$ cat src/rtl/int_burst_sched_pkg.sv
// rtl/int_burst_sched_pkg.sv - shared types and config clamp for the interrupter scheduler
package int_burst_sched_pkg;

    localparam int US_W = 16;

    typedef enum logic [1:0] {IDLE, ON, OFF, GAP} sched_state_t;

    typedef struct packed {
        logic [US_W-1:0] period;
        logic [7:0]      pw;
        logic [7:0]      bon;
        logic [7:0]      boff;
    } cfg_t;

    // Pulse width may never reach the period, so OFF always gets at least one us.
    function automatic cfg_t clamp_cfg(input cfg_t c);
        cfg_t r;
        r = c;
        if (c.period != '0 && {8'd0, c.pw} >= c.period) begin
            r.pw = 8'(c.period - 16'd1);
        end
        return r;
    endfunction

endpackage

$ cat src/rtl/int_burst_sched_if.sv
// rtl/int_burst_sched_if.sv - host config handshake bus for the interrupter scheduler
interface int_burst_sched_if;
    import int_burst_sched_pkg::*;

    logic            cfg_valid;
    logic            cfg_ready;
    logic [US_W-1:0] cfg_period;
    logic [7:0]      cfg_pw;
    logic [7:0]      cfg_bon;
    logic [7:0]      cfg_boff;

    modport master (
        output cfg_valid, cfg_period, cfg_pw, cfg_bon, cfg_boff,
        input  cfg_ready
    );

    modport slave (
        input  cfg_valid, cfg_period, cfg_pw, cfg_bon, cfg_boff,
        output cfg_ready
    );

endinterface

$ cat src/rtl/int_burst_sched_us_tick_gen.sv
// rtl/int_burst_sched_us_tick_gen.sv - free-running prescaler giving a one-cycle tick per microsecond
module us_tick_gen #(
    parameter int CLK_MHZ = 100
) (
    input  logic clk,
    input  logic rst,
    output logic o_tick
);

    localparam int            CW   = (CLK_MHZ > 1) ? $clog2(CLK_MHZ) : 1;
    localparam logic [CW-1:0] LAST = CW'(CLK_MHZ - 1);

    logic [CW-1:0] r_cnt;

    always_ff @(posedge clk) begin
        if (rst) begin
            r_cnt <= '0;
        end else if (r_cnt == LAST) begin
            r_cnt <= '0;
        end else begin
            r_cnt <= r_cnt + CW'(1);
        end
    end

    assign o_tick = (r_cnt == LAST);

endmodule

$ cat src/rtl/int_burst_sched.sv
// rtl/int_burst_sched.sv - DRSSTC interrupter: period/pulse/burst sequencer with leaky-bucket duty limiter
module int_burst_sched
    import int_burst_sched_pkg::*;
#(
    parameter int CLK_MHZ    = 100,
    parameter int BUCKET_MAX = 4000,
    parameter int K_ON       = 9
) (
    input  logic                clk,
    input  logic                rst,
    input  logic                i_en,
    int_burst_sched_if.slave    cfg_bus,
    output logic                o_pulse_out,
    output logic                o_busy,
    output logic                o_fault_duty,
    output logic [15:0]         o_pulse_cnt
);

    localparam logic [15:0] BKT_HI = 16'(BUCKET_MAX);
    localparam logic [15:0] BKT_LO = 16'(BUCKET_MAX / 2);

    sched_state_t    r_state, w_state_nxt;
    cfg_t            r_active, r_shadow;
    logic            r_pend;
    logic [US_W-1:0] r_us;
    logic [7:0]      r_gap;
    logic [7:0]      r_burst;
    logic            r_pulse;
    logic            r_fault;
    logic [15:0]     r_bucket;
    logic [15:0]     r_pcnt;

    logic            w_tick;
    logic            w_hs;
    cfg_t            w_cfg_in, w_apply_cfg, w_use;
    logic [US_W-1:0] w_us_inc, w_us_d;
    logic [7:0]      w_gap_d, w_burst_d;
    logic            w_apply, w_start, w_restart;
    logic [16:0]     w_bucket_sum;
    logic [15:0]     w_bucket_d;
    logic            w_fault_d, w_pulse_d;

    us_tick_gen #(.CLK_MHZ(CLK_MHZ)) u_tick (
        .clk    (clk),
        .rst    (rst),
        .o_tick (w_tick)
    );

    assign w_hs        = cfg_bus.cfg_valid && !r_pend;
    assign w_cfg_in    = {cfg_bus.cfg_period, cfg_bus.cfg_pw, cfg_bus.cfg_bon, cfg_bus.cfg_boff};
    assign w_apply_cfg = clamp_cfg(r_shadow);
    // Config that governs a period starting this cycle: a pending shadow takes over here.
    assign w_use       = r_pend ? w_apply_cfg : r_active;
    assign w_us_inc    = r_us + 16'd1;

    always_comb begin
        w_state_nxt = r_state;
        w_us_d      = r_us;
        w_gap_d     = r_gap;
        w_burst_d   = r_burst;
        w_apply     = 1'b0;
        w_start     = 1'b0;
        w_restart   = 1'b0;
        case (r_state)
            IDLE: if (w_tick) begin
                w_apply = r_pend;
                w_start = i_en && (w_use.period != '0);
            end
            ON: if (w_tick) begin
                w_us_d = w_us_inc;
                if (w_us_inc == {8'd0, r_active.pw}) w_state_nxt = OFF;
            end
            OFF: if (w_tick) begin
                w_us_d = w_us_inc;
                if (w_us_inc == r_active.period) begin
                    if (r_active.boff != '0 && r_burst >= r_active.bon) begin
                        w_state_nxt = GAP;
                        w_us_d      = '0;
                        w_gap_d     = '0;
                    end else begin
                        w_start = 1'b1;
                    end
                end
            end
            GAP: if (w_tick) begin
                w_us_d = w_us_inc;
                if (w_us_inc == r_active.period) begin
                    w_us_d = '0;
                    if (r_gap + 8'd1 == r_active.boff) begin
                        w_start   = 1'b1;
                        w_restart = 1'b1;
                    end else begin
                        w_gap_d = r_gap + 8'd1;
                    end
                end
            end
            default: w_state_nxt = IDLE;
        endcase

        // Period boundary: adopt any pending config and count this period in the burst.
        if (w_start) begin
            w_apply = r_pend;
            w_us_d  = '0;
            if (w_use.period == '0) begin
                w_state_nxt = IDLE;
                w_burst_d   = '0;
            end else begin
                w_state_nxt = (w_use.pw != '0) ? ON : OFF;
                w_burst_d   = w_restart ? 8'd1 : r_burst + 8'd1;
            end
        end

        if (!i_en && r_state != IDLE) begin
            w_state_nxt = IDLE;
            w_us_d      = '0;
            w_gap_d     = '0;
            w_burst_d   = '0;
            w_apply     = 1'b0;
        end
    end

    always_comb begin
        w_bucket_sum = {1'b0, r_bucket} + 17'(K_ON);
        w_bucket_d   = r_bucket;
        if (w_tick) begin
            if (r_pulse) begin
                w_bucket_d = w_bucket_sum[16] ? 16'hFFFF : w_bucket_sum[15:0];
            end else if (r_bucket != '0) begin
                w_bucket_d = r_bucket - 16'd1;
            end
        end
        w_fault_d = r_fault;
        if (w_bucket_d >= BKT_HI) begin
            w_fault_d = 1'b1;
        end else if (w_bucket_d < BKT_LO) begin
            w_fault_d = 1'b0;
        end
        // The limiter only masks the gate; FSM timing keeps running underneath.
        w_pulse_d = (w_state_nxt == ON) && !w_fault_d;
    end

    always_ff @(posedge clk) begin
        if (rst) begin
            r_state  <= IDLE;
            r_active <= '0;
            r_shadow <= '0;
            r_pend   <= 1'b0;
            r_us     <= '0;
            r_gap    <= '0;
            r_burst  <= '0;
            r_pulse  <= 1'b0;
            r_fault  <= 1'b0;
            r_bucket <= '0;
            r_pcnt   <= '0;
        end else begin
            r_state  <= w_state_nxt;
            r_us     <= w_us_d;
            r_gap    <= w_gap_d;
            r_burst  <= w_burst_d;
            r_pulse  <= w_pulse_d;
            r_fault  <= w_fault_d;
            r_bucket <= w_bucket_d;
            if (w_hs) begin
                r_shadow <= w_cfg_in;
                r_pend   <= 1'b1;
            end else if (w_apply) begin
                r_active <= w_apply_cfg;
                r_pend   <= 1'b0;
            end
            if (w_pulse_d && !r_pulse) begin
                r_pcnt <= r_pcnt + 16'd1;
            end
        end
    end

    assign cfg_bus.cfg_ready = !r_pend;
    assign o_pulse_out       = r_pulse;
    assign o_busy            = (r_state != IDLE);
    assign o_fault_duty      = r_fault;
    assign o_pulse_cnt       = r_pcnt;

endmodule

$ cat src/flat_wrapper.sv
// flat-port wrapper written by rule: the top's interface ports become plain ports
module int_burst_sched_flat import int_burst_sched_pkg::*;
#(
    parameter int CLK_MHZ    = 100,
    parameter int BUCKET_MAX = 4000,
    parameter int K_ON       = 9
)
  (clk, rst, i_en, o_pulse_out, o_busy, o_fault_duty, o_pulse_cnt, cfg_bus_cfg_valid, cfg_bus_cfg_period, cfg_bus_cfg_pw, cfg_bus_cfg_bon, cfg_bus_cfg_boff, cfg_bus_cfg_ready);
  int_burst_sched_if cfg_bus_i ();
  input  logic clk;
  input  logic rst;
  input  logic i_en;
  output logic o_pulse_out;
  output logic o_busy;
  output logic o_fault_duty;
  output logic [15:0] o_pulse_cnt;
  input wire logic [$bits(cfg_bus_i.cfg_valid)-1:0] cfg_bus_cfg_valid;
  input wire logic [$bits(cfg_bus_i.cfg_period)-1:0] cfg_bus_cfg_period;
  input wire logic [$bits(cfg_bus_i.cfg_pw)-1:0] cfg_bus_cfg_pw;
  input wire logic [$bits(cfg_bus_i.cfg_bon)-1:0] cfg_bus_cfg_bon;
  input wire logic [$bits(cfg_bus_i.cfg_boff)-1:0] cfg_bus_cfg_boff;
  output wire logic [$bits(cfg_bus_i.cfg_ready)-1:0] cfg_bus_cfg_ready;
  assign cfg_bus_i.cfg_valid = cfg_bus_cfg_valid;
  assign cfg_bus_i.cfg_period = cfg_bus_cfg_period;
  assign cfg_bus_i.cfg_pw = cfg_bus_cfg_pw;
  assign cfg_bus_i.cfg_bon = cfg_bus_cfg_bon;
  assign cfg_bus_i.cfg_boff = cfg_bus_cfg_boff;
  assign cfg_bus_cfg_ready = cfg_bus_i.cfg_ready;
  int_burst_sched #(.CLK_MHZ(CLK_MHZ), .BUCKET_MAX(BUCKET_MAX), .K_ON(K_ON)) u_core (.clk(clk), .rst(rst), .i_en(i_en), .cfg_bus(cfg_bus_i), .o_pulse_out(o_pulse_out), .o_busy(o_busy), .o_fault_duty(o_fault_duty), .o_pulse_cnt(o_pulse_cnt));
endmodule
$ cat config.mk
export PLATFORM = sky130hd
export DESIGN_NAME = int_burst_sched_flat
export DESIGN_NICKNAME = d
export VERILOG_FILES = /design/src/rtl/int_burst_sched_pkg.sv /design/src/rtl/int_burst_sched_if.sv /design/src/rtl/int_burst_sched_us_tick_gen.sv /design/src/rtl/int_burst_sched.sv /design/src/flat_wrapper.sv
export SDC_FILE = /design/constraint.sdc
export NUM_CORES = 1
export LEC_CHECK = 0
export ABC_AREA = 1
export BUFFER_PORTS_ARGS = -buffer_cell sky130_fd_sc_hd__buf_2
export CORE_UTILIZATION = 50
export CTS_CLUSTER_SIZE = 12
export DETAILED_ROUTE_END_ITERATION = 8
export PLACE_DENSITY_LB_ADDON = 0.12
export SLEW_MARGIN = 20
export SYNTH_ARGS = -nofsm -noshare
export SYNTH_HDL_FRONTEND = slang
export SYNTH_SLANG_ARGS = --single-unit
$ cat constraint.sdc
create_clock -name clk -period 2.9 [get_ports clk]
set_clock_uncertainty 0.2 [all_clocks]
set_input_delay 0 -clock clk [delete_from_list [all_inputs] [get_ports clk]]
set_output_delay 0 -clock clk [all_outputs]
set_load 0.03 [all_outputs]
; ---- Word-level counts from Yosys, hierarchy flattened
; Cells that the tools add are included.
[classes]
addsub = 8
magnitude_cmp = 4
eq_ne = 15
muxes = 49
n_bitwise = 1
reduce_logical = 28
[op_table]
columns = op, n
row1 = 16-bit 2-to-1 mux, 10
row2 = 8-bit 2-to-1 mux, 9
row3 = 16-bit one-hot mux with 3 select lines, 1
row4 = 16-bit nonzero test, 3
row5 = 40-bit 2-to-1 mux, 1
row6 = 16-bit by 1-bit adder with 16-bit output (second input constant), 2
row7 = 2-bit 2-to-1 mux, 9
row8 = 16-bit by 4-bit adder with 17-bit output (second input constant), 1
row9 = 8-bit by 1-bit adder with 8-bit output (second input constant), 2
row10 = 16-bit equality test, 1
row11 = 16-bit by 8-bit equality test with 1-bit output, 1
row12 = 16-bit by 12-bit greater-or-equal comparator with 1-bit output (second input constant), 1
row13 = 8-bit by 16-bit greater-or-equal comparator with 1-bit output, 1
row14 = 16-bit logical NOT, 1
row15 = 16-bit by 11-bit less-than comparator with 1-bit output (second input constant), 1
row16 = 1-bit 2-to-1 mux, 16
row17 = 8-bit one-hot mux with 2 select lines, 1
row18 = 8-bit nonzero test, 2
row19 = 16-bit by 1-bit subtractor with 16-bit output (second input constant), 1
row20 = 8-bit equality test, 1
row21 = 8-bit greater-or-equal comparator, 1
row22 = 2-bit inequality test (second input constant), 4
row23 = 8-bit by 1-bit subtractor with 8-bit output (second input constant), 1
row24 = 7-bit by 1-bit adder with 7-bit output (second input constant), 1
row25 = 17 further kinds, 33
[word_totals]
reg_bits = 156
output_inout_bits = 20

; ---- Logic depth before layout (Yosys ltp)
; Gate-level depths: netlist (run 1).
[logic_depth]
depth_word = 13
depth_mapped = 26
mapped_depth_nobuf = 26

; ---- Hierarchy
; A second synthesis (run 1) with hierarchy kept.
[hier_totals]
hier_cells = 1362
hier_area_um2 = 8981.1
[by_module_without_submodules]
columns = module, instances, cells_each, area_each_um2
row1 = int_burst_sched, 1, 1315, 8620.8
row2 = us_tick_gen, 1, 47, 360.3

; ---- Worst setup path before layout (run 1)
; OpenSTA, ideal clock, no wires.
[synth_timing]
kind = register to register
start = register u_core.r_us[0]
end = register u_core.r_pcnt[6] (netlist: u_core.o_pulse_cnt[6])
arrival_time_ns = 2.485
t_required_ns = 2.568
setup_slack_ns = 0.083
stages_incl_launch_ff = 24
n_path_buf = 1
cell_sequence = dfxtp_1 -> ha_1 -> nand2_2 -> nor2_4 -> nand2_1 -> nand2_1 -> nand2_1 -> nand2_1 -> nand2_1 -> nor2_1 -> nand2_1 -> nor2_2 -> nand4_1 -> nand2_1 -> nand2_1 -> nand2_2 -> nand2_4 -> nand2_2 -> nand3_2 -> nor2_8 -> nand3_4 -> buf_6 -> nand2_1 -> a21oi_1
[synth_via]
elab_chain_len = 10
[synth_rtl]
columns = item, line
row1 = from (decl), int_burst_sched.sv:25  ; logic [US_W-1:0] r_us;
row2 = from (signal assigned), int_burst_sched.sv:157  ; r_us <= w_us_d;
row3 = 16-bit by 1-bit adder with 16-bit output *, int_burst_sched.sv:54  ; assign w_us_inc = r_us + 16'd1;
row4 = 16-bit equality test / 16-bit by 8-bit equality test with 1-bit output (equally long branches), "int_burst_sched.sv:75, int_burst_sched.sv:87, int_burst_sched.sv:71"
row5 = "1-bit 2-to-1 mux, or another cell as far along", int_burst_sched.sv:87  ; if (w_us_inc == r_active.period) begin
row6 = "1-bit 2-to-1 mux, or another cell as far along", int_burst_sched.sv:85  ; GAP: if (w_tick) begin
row7 = 1-bit one-hot mux with 3 select lines / 2-bit one-hot mux with 2 select lines (equally long branches), int_burst_sched.sv:64  ; case (r_state)
row8 = 2-bit 2-to-1 mux *, int_burst_sched.sv:101  ; if (w_start) begin
row9 = 2-bit 2-to-1 mux *, int_burst_sched.sv:113  ; if (!i_en && r_state != IDLE) begin
row10 = 2-bit by 1-bit equality test with 1-bit output *, int_burst_sched.sv:139  ; w_pulse_d = (w_state_nxt == ON) && !w_fault_d;
row11 = 1-bit logical AND *, int_burst_sched.sv:139
row12 = 1-bit logical AND *, int_burst_sched.sv:170  ; if (w_pulse_d && !r_pulse) begin
row13 = to (signal assigned), int_burst_sched.sv:171  ; r_pcnt <= r_pcnt + 16'd1;
row14 = to (decl), int_burst_sched.sv:31  ; logic [15:0] r_pcnt;
; Mark *: on every way between the ends. The rest lies on a longest branch, timed or not.
; A chain may end at the register's enable or synchronous reset.

; ---- Worst setup path after layout (run 1)
; Ends and elaborated chain as after synthesis.

==> results by group, run 1 <==
Status
  – Outcome: complete, but fails checks
  – Failing checks: setup timing

Route
  – Routed Antenna Nets: 0
  – Routed vias/inst: 5.33
  – Via count: ~10000
  – Post-route DRC: 0
  – Avg WL per Cell: between 10 and 15 um
  – Pre-antenna DRT Iters: 5
  – Drt total wl: ~29000 um
  – 1st-iter DRT viols: approximately 700

Clocking
  – Clock root buffer: clkbuf_16
  – TritonCTS Buffers: 17
  – CTS max path bufs: 2
  – CTS Sinks: between 150 and 200
  – Clk pin slew, worst setup/hold paths: 0.07 ns
  – TritonCTS clock tree: yes
  – # H-tree levels: 4
  – Clock Latency Late Sink: between 0.4 and 0.5 ns

Timing
  – Slew Limit Fails: 0
  – Final setup fails: 36
  – RSZ-0062 raised after global routing: true
  – Rel. slew slack: 0.335
  – Setup TNS: -2.41 ns
  – Period utilization: 1.06
  – Final min period: 3.08 ns
  – Final Hold Viols: 0
  – Final worst slack: -0.178 ns
  – Worst-Margin Slew: roughly 1 ns
  – F_max: about 320 MHz

Floorplan
  – Core area: 18100 um2
  – IO Pins: 64
  – Rows: 49
  – Die ar.: around 19000 um2
  – Initial Utilization: 0.513
  – Die height: around 140 um
  – Die extent in x: 138 um

Synthesis
  – Top post-synthesis cells by area: dfxtp_1 34%, nand2_1 11%, nor2_1 8.4%
  – Dominant synthesized flop cell: dfxtp_1
  – Seq/Total Area, Yosys: 0.336
  – Seq cells post-synth: between 150 and 200
  – Synth top area share: 0.336
  – Count of cell types in the netlist: 45
  – Ys Warns: 0
  – Cells after Synth: approximately 1400
  – Fraction of registers with async set/reset: 0
  – Mean Syn Cell Area: 6.58 um2
  – Synth Cell Area: ~9300 um2
  – EDFF count, synth: 0
  – Syn nets: 1485
  – Dominant cell type by area after synthesis: dfxtp_1

Layout
  – Layout Nets: 1747
  – Most frequent cells in the layout: 250 x nand2_1, 192 x nor2_1, 169 x inv_1, 158 x buf_4, 146 x dfxtp_1
  – Area grow syn2layout: 38.6%
  – Ant diodes: 0
  – Finished Core Util: 0.711
  – Proportion of layout cells with a drive suffix above 1: 0.258
  – Non-filler cells, final: between 1500 and 2000
  – Design area: 12900 um2
  – Commonest non-fill, non-tap cell in the layout: nand2_1

Critical path
  – Crit path cell chain: ha_4, nand2_4, nor2_4, nand4_1, nand2_1, nand2_1, nand2_2, buf_6, nand4_1, nor2_1, nand3_2, nand2_2, nand2_4, nand2_2, nand3_4, nor2_8, buf_6, nand3_4, nand2_1, a21oi_1
  – CP top delay family: simple AND/OR/NAND/NOR gates
  – CP max stage cell: dfxtp_4
  – CP Max Fanout: 8
  – Crit Path Class: reg -> reg
  – Crit. End Element: flop
  – CP peak stage delay: about 0.36 ns
  – Arrival @ worst endpoint: around 3.2 ns
  – Critical path buffer and inverter count: 2
  – Startpoint Class: flop
  – CP required: approximately 3.0 ns

GRT
  – Met3 GRT Util: 0.0547
  – First-pass GRT wire length: approximately 45000 um
  – Met1 GRT Util: 0.401
  – Gr ovfl total: 0
  – Pin count of the biggest net entering global routing: 60
  – GRT Total Usage: 0.293
  – Initial antenna violation count: 1
  – Vias in the first global route: roughly 9300
  – M2 GR Usage: 0.471
  – Top Usage Layer GRT: met2

Placed design
  – Placed Cells: roughly 1800
  – Final Wtd Congestion: around 0.97
  – Port Buffers: between 60 and 70
  – Dpl hpwl: between 15000 and 20000 um
  – Placed cell areas: around 11000 um2

Pwr
  – Leakage: approximately 5.6 nW
  – Power per Cell Area: around 470 nW/um2
  – Share of power burned in registers: 0.375
  – Cell-internal power: 4.13 mW
  – Switching Fraction: 0.316
  – Net load switching power: between 1.5 and 2 mW
  – Power share of the combinational group: 0.231
  – Max VDD drop: 0.000428 V
  – Clk network pwr share: 0.394

Min path
  – Worst Hold Class: in -> reg

Flow run
  – Max-Cap Viols: 0
[power by group through the flow]
stage               combinational [mW]  sequential, mW  clock [mW]
floorplan                        0.678            2.32           0
global placement                  1.05            2.30           0
detailed placement                1.06            2.31           0
CTS                               1.31            2.26        2.40
global route                      1.51            2.27        2.49
finish                            1.39            2.26        2.38
[tightest hold or removal path, delay by kind of cell]
| kind | cells | cell delay (ns) |
|---|---|---|
| buf+inv | 2 | 0.61 |
| compound gates | 1 | 0.07 |
| simple gates | 1 | 0.07 |
[registers in the layout, indices dropped and copies added (netlist names), 2 cells and up]
register             count
u_core.o_pulse_cnt      16
u_core.r_active         40
u_core.r_bucket         16
u_core.r_burst           8
u_core.r_gap             8
u_core.r_shadow         40
u_core.r_state           2
u_core.r_us             16
u_core.u_tick.r_cnt      7
[final cells by class]
type | instances | area [um2]
Clock buffer | 19 | 453
Clock inverter | 13 | 179
Fill cell | 1485 | 5220
Inverter | 180 | 693
Multi-Input combinational cell | 1025 | 5690
Sequential cell | 156 | 3140
Tap cell | 229 | 287
Timing Repair Buffer | 293 | 2420
Timing Repair inverter | 1 | 16.3
[metrics by stage]
stage,setup slack [ns],power [mW],hold slack (ns)
finish,-0.178,6.03,0.158
global route,-0.345,6.27,0.176
CTS,-0.103,5.97,0.143
detailed placement,-0.251,3.37,0.0575
global placement,-0.154,3.35,0.0506
floorplan,0.0831,3.00,-0.0333
[cell usage after synthesis, drive strengths merged (3+ instances only)]
master / n
nor3: 24
nand3: 95
nand3b: 7
nand4: 44
nor2: 223
a211oi: 13
inv: 177
a21oi: 86
nand2: 290
dfxtp: 156
o22ai: 19
clkinv: 3
nor4: 10
ha: 29
buf: 21
clkbuf: 31
xnor2: 11
or2: 6
o21ai: 116
xor2: 39
o211ai: 3
[kinds of logic (layout without fill, tap and decap cells)]
family / count (synthesis) / in the layout / synth area share
simple gates: 703 / 704 / 0.340
fa+ha+maj: 29 / 29 / 0.0391
flops: 156 / 156 / 0.336
buf+inv: 232 / 506 / 0.0985
compound gates: 242 / 242 / 0.139
xor+xnor: 50 / 50 / 0.0472
[metal layers]
layer | wire length, um | vias up
met5 | 10 | -
met4 | 469 | 2
met3 | 1870 | 49
met2 | 13200 | 375
met1 | 13000 | 4654
li1 | - | 5129
[repair_timing]
item | in CTS | in global routing
gates resized for setup | 40 | 155
hold buffers | 43 | 0
cloned | 2 | 7
setup buffers | 3 | 13
hold endpoints to repair | 75 | 0
pin swaps | 16 | 50
endpoints found under the setup margin | 68 | 90
[final timing paths]
kind,cells after the start,to,slack [ns],startpoint
max,20,u_core.o_pulse_cnt[6],-0.18,u_core.r_us[0]
min,4,u_core.r_shadow[34],0.16,cfg_bus_cfg_period[10]
max reg2reg,20,u_core.o_pulse_cnt[6],-0.18,u_core.r_us[0]
min reg2reg,2,u_core.r_active[12],0.26,u_core.r_active[12]
(Power assumes the default switching activity.)
==> run 2, diff against run 1 <==
- RECOVER_POWER: unset -> 50
==> run 2 against run 1 <==
The run still ends with setup timing left. Count of clock-buffer cells in the layout stayed put. First-iteration DRC count decreased by 1.8%. Worst hold slack got worse by 0.0032 ns. Critical endpoint unchanged. Largest power group unchanged.
==> results by group, run 2 (synthesized netlist as in run 1, its figures left out) <==
Status
  – Outcome: complete, but fails checks
  – Failing checks: setup timing

Placed design
  – Dpl hpwl: approximately 20000 um
  – Final Wtd Congestion: between 0.9 and 1
  – Placed cell areas: 11000 um2
  – Port Buffers: 63

Pwr
  – Max VDD drop: roughly 0.00043 V
  – Leakage: around 5.5 nW
  – Clk network pwr share: 0.395
  – Power share of the combinational group: 0.230
  – Net load switching power: between 1.5 and 2 mW
  – Final total power: between 6 and 7 mW
  – Cell-internal power: 4.12 mW
  – Share of power burned in registers: 0.375
  – Switching Fraction: 0.317
  – Power per Cell Area: roughly 470 nW/um2

Timing
  – Rel. slew slack: 0.341
  – Final min period: a little over 3 ns
  – Worst-Margin Slew: 0.988 ns
  – Slew Limit Fails: 0
  – Final worst slack: -0.166 ns
  – Period utilization: 1.06
  – Final setup fails: 34
  – RSZ-0062 raised after global routing: true
  – Worst hold slack: 0.155 ns
  – Setup TNS: -2.27 ns
  – F_max: between 300 and 400 MHz
  – Final Hold Viols: 0

Critical path
  – Crit. End Element: flop
  – CP peak stage delay: around 0.36 ns
  – CP max stage cell: dfxtp_4
  – CP required: 3.01 ns
  – Crit path cell chain: ha_4, nand2_4, nor2_4, nand4_1, nand2_1, nand2_1, nand2_2, buf_6, nand4_1, nor2_1, nand3_2, nand2_2, nand2_4, nand2_2, nand3_4, nor2_8, buf_6, nand3_4, nand2_1, a21oi_1
  – Arrival @ worst endpoint: 3.17 ns
  – Crit Path Class: reg -> reg
  – CP Max Fanout: 8
  – CP top delay family: simple AND/OR/NAND/NOR gates
  – Critical path buffer and inverter count: 2
  – Startpoint Class: flop

Route
  – Drt total wl: between 20000 and 30000 um
  – Via count: around 10000
  – 1st-iter DRT viols: approximately 700
  – Routed vias/inst: between 5 and 6
  – Post-route DRC: 0
  – Routed Antenna Nets: 0
  – Avg WL per Cell: approximately 15 um
  – Pre-antenna DRT Iters: 6

Clocking
  – Clock root buffer: clkbuf_16
  – CTS max path bufs: 2
  – CTS Sinks: about 160
  – TritonCTS Buffers: 17
  – # H-tree levels: 4
  – Clock Latency Late Sink: roughly 0.44 ns
  – TritonCTS clock tree: yes
  – Clk pin slew, worst setup/hold paths: about 0.070 ns

GRT
  – GRT Total Usage: 0.293
  – Gr ovfl total: 0
  – Initial antenna violation count: 1
  – Pin count of the biggest net entering global routing: 60
  – Vias in the first global route: just over 9000
  – First-pass GRT wire length: roughly 45000 um

Layout
  – Most frequent cells in the layout: 250 x nand2_1, 192 x nor2_1, 169 x inv_1, 157 x buf_4, 146 x dfxtp_1
  – Ant diodes: 0
  – Area grow syn2layout: 38.2%
  – Commonest non-fill, non-tap cell in the layout: nand2_1
  – Layout Nets: between 1500 and 2000
  – Filler instances: 1491
  – Proportion of layout cells with a drive suffix above 1: 0.246
  – Leading registers by flop count: u_core.r_active x40, u_core.r_shadow x40
  – Design area: around 13000 um2

Floorplan
  – Die height: between 100 and 150 um
  – IO Pins: between 60 and 70
  – Initial Utilization: 0.513
  – Die ar.: 19100 um2
  – Die extent in x: 138 um
  – Core area: approximately 18000 um2
  – Rows: 49

Min path
  – Worst Hold Class: in -> reg

Flow run
  – Max-Cap Viols: 0
[run 2: cell count changes in the layout (fill, tap and decap cells not counted)]
cell      before  now
buf_2         63   43
clkbuf_1       0   20
buf_4        158  157
clkbuf_2       0    1
nand3_1       84   85
nand3_2        8    7
[run 2: repair_timing]
item	4_1_cts	5_1_grt
gates resized for setup	40	155
gates cloned	2	7
endpoints found under the hold margin	75	0
endpoints found under the setup margin	68	90
pin swaps	16	50
hold buffers	43	0
buffers inserted	3	13
[run 2: cell type report]
class | count | area, um2 | area share
clock buffer | 19 | 453 | 0.0353
clock inverter | 13 | 179 | 0.0139
inverter | 180 | 693 | 0.0540
multi-input combinational | 1025 | 5680 | 0.443
sequential | 156 | 3140 | 0.244
tap | 229 | 287 | 0.0223
timing repair buffer | 293 | 2390 | 0.186
timing repair inverter | 1 | 16.3 | 0.00127
[run 2: path summary, 6_finish.rpt]
kind              depth (start not counted)  slack [ns]                     to                    from
setup / recovery                         20       -0.17  u_core.o_pulse_cnt[6]          u_core.r_us[0]
hold / removal                            4        0.15    u_core.r_shadow[34]  cfg_bus_cfg_period[10]
setup reg to reg                         20       -0.17  u_core.o_pulse_cnt[6]          u_core.r_us[0]
hold reg to reg                           2        0.26    u_core.r_active[12]     u_core.r_active[12]
[run 2: power by group through the flow]
stage / Clock, mW / Sequential [mW] / Combinational [mW]
detailed placement: 0 / 2.31 / 1.06
global route: 2.49 / 2.27 / 1.50
CTS: 2.40 / 2.26 / 1.31
global placement: 0 / 2.30 / 1.05
floorplan: 0 / 2.32 / 0.678
finish: 2.38 / 2.26 / 1.39
[run 2: worst register-to-register path, stage by stage, from the launching register on]
cell and delay (ns):
dfxtp_4 0.36, ha_4 0.16, nand2_4 0.06, nor2_4 0.20, nand4_1 0.21, nand2_1 0.14
nand2_1 0.07, nand2_2 0.09, buf_6 0.09, nand4_1 0.09, nor2_1 0.15, nand3_2 0.11
nand2_2 0.11, nand2_4 0.10, nand2_2 0.11, nand3_4 0.12, nor2_8 0.17, buf_6 0.12
nand3_4 0.13, nand2_1 0.11, a21oi_1 0.05
[run 2: routing by layer]
metal,routed length (um),vias up,track usage
met5,10,-,0
met4,448,2,0.0798
met3,1690,43,0.0547
met2,13200,347,0.471
met1,13200,4649,0.401
li1,-,5137,-
[run 2: per-stage QoR]
stage,worst slack [ns],instances,utilization
3_3_place_gp,-0.154,1818,0.606
4_1_cts,-0.103,1898,0.675
2_1_floorplan,0.0831,1412,-
6_report,-0.166,1916,0.710
3_5_place_dp,-0.251,1818,0.606
5_1_grt,-0.345,1916,0.710
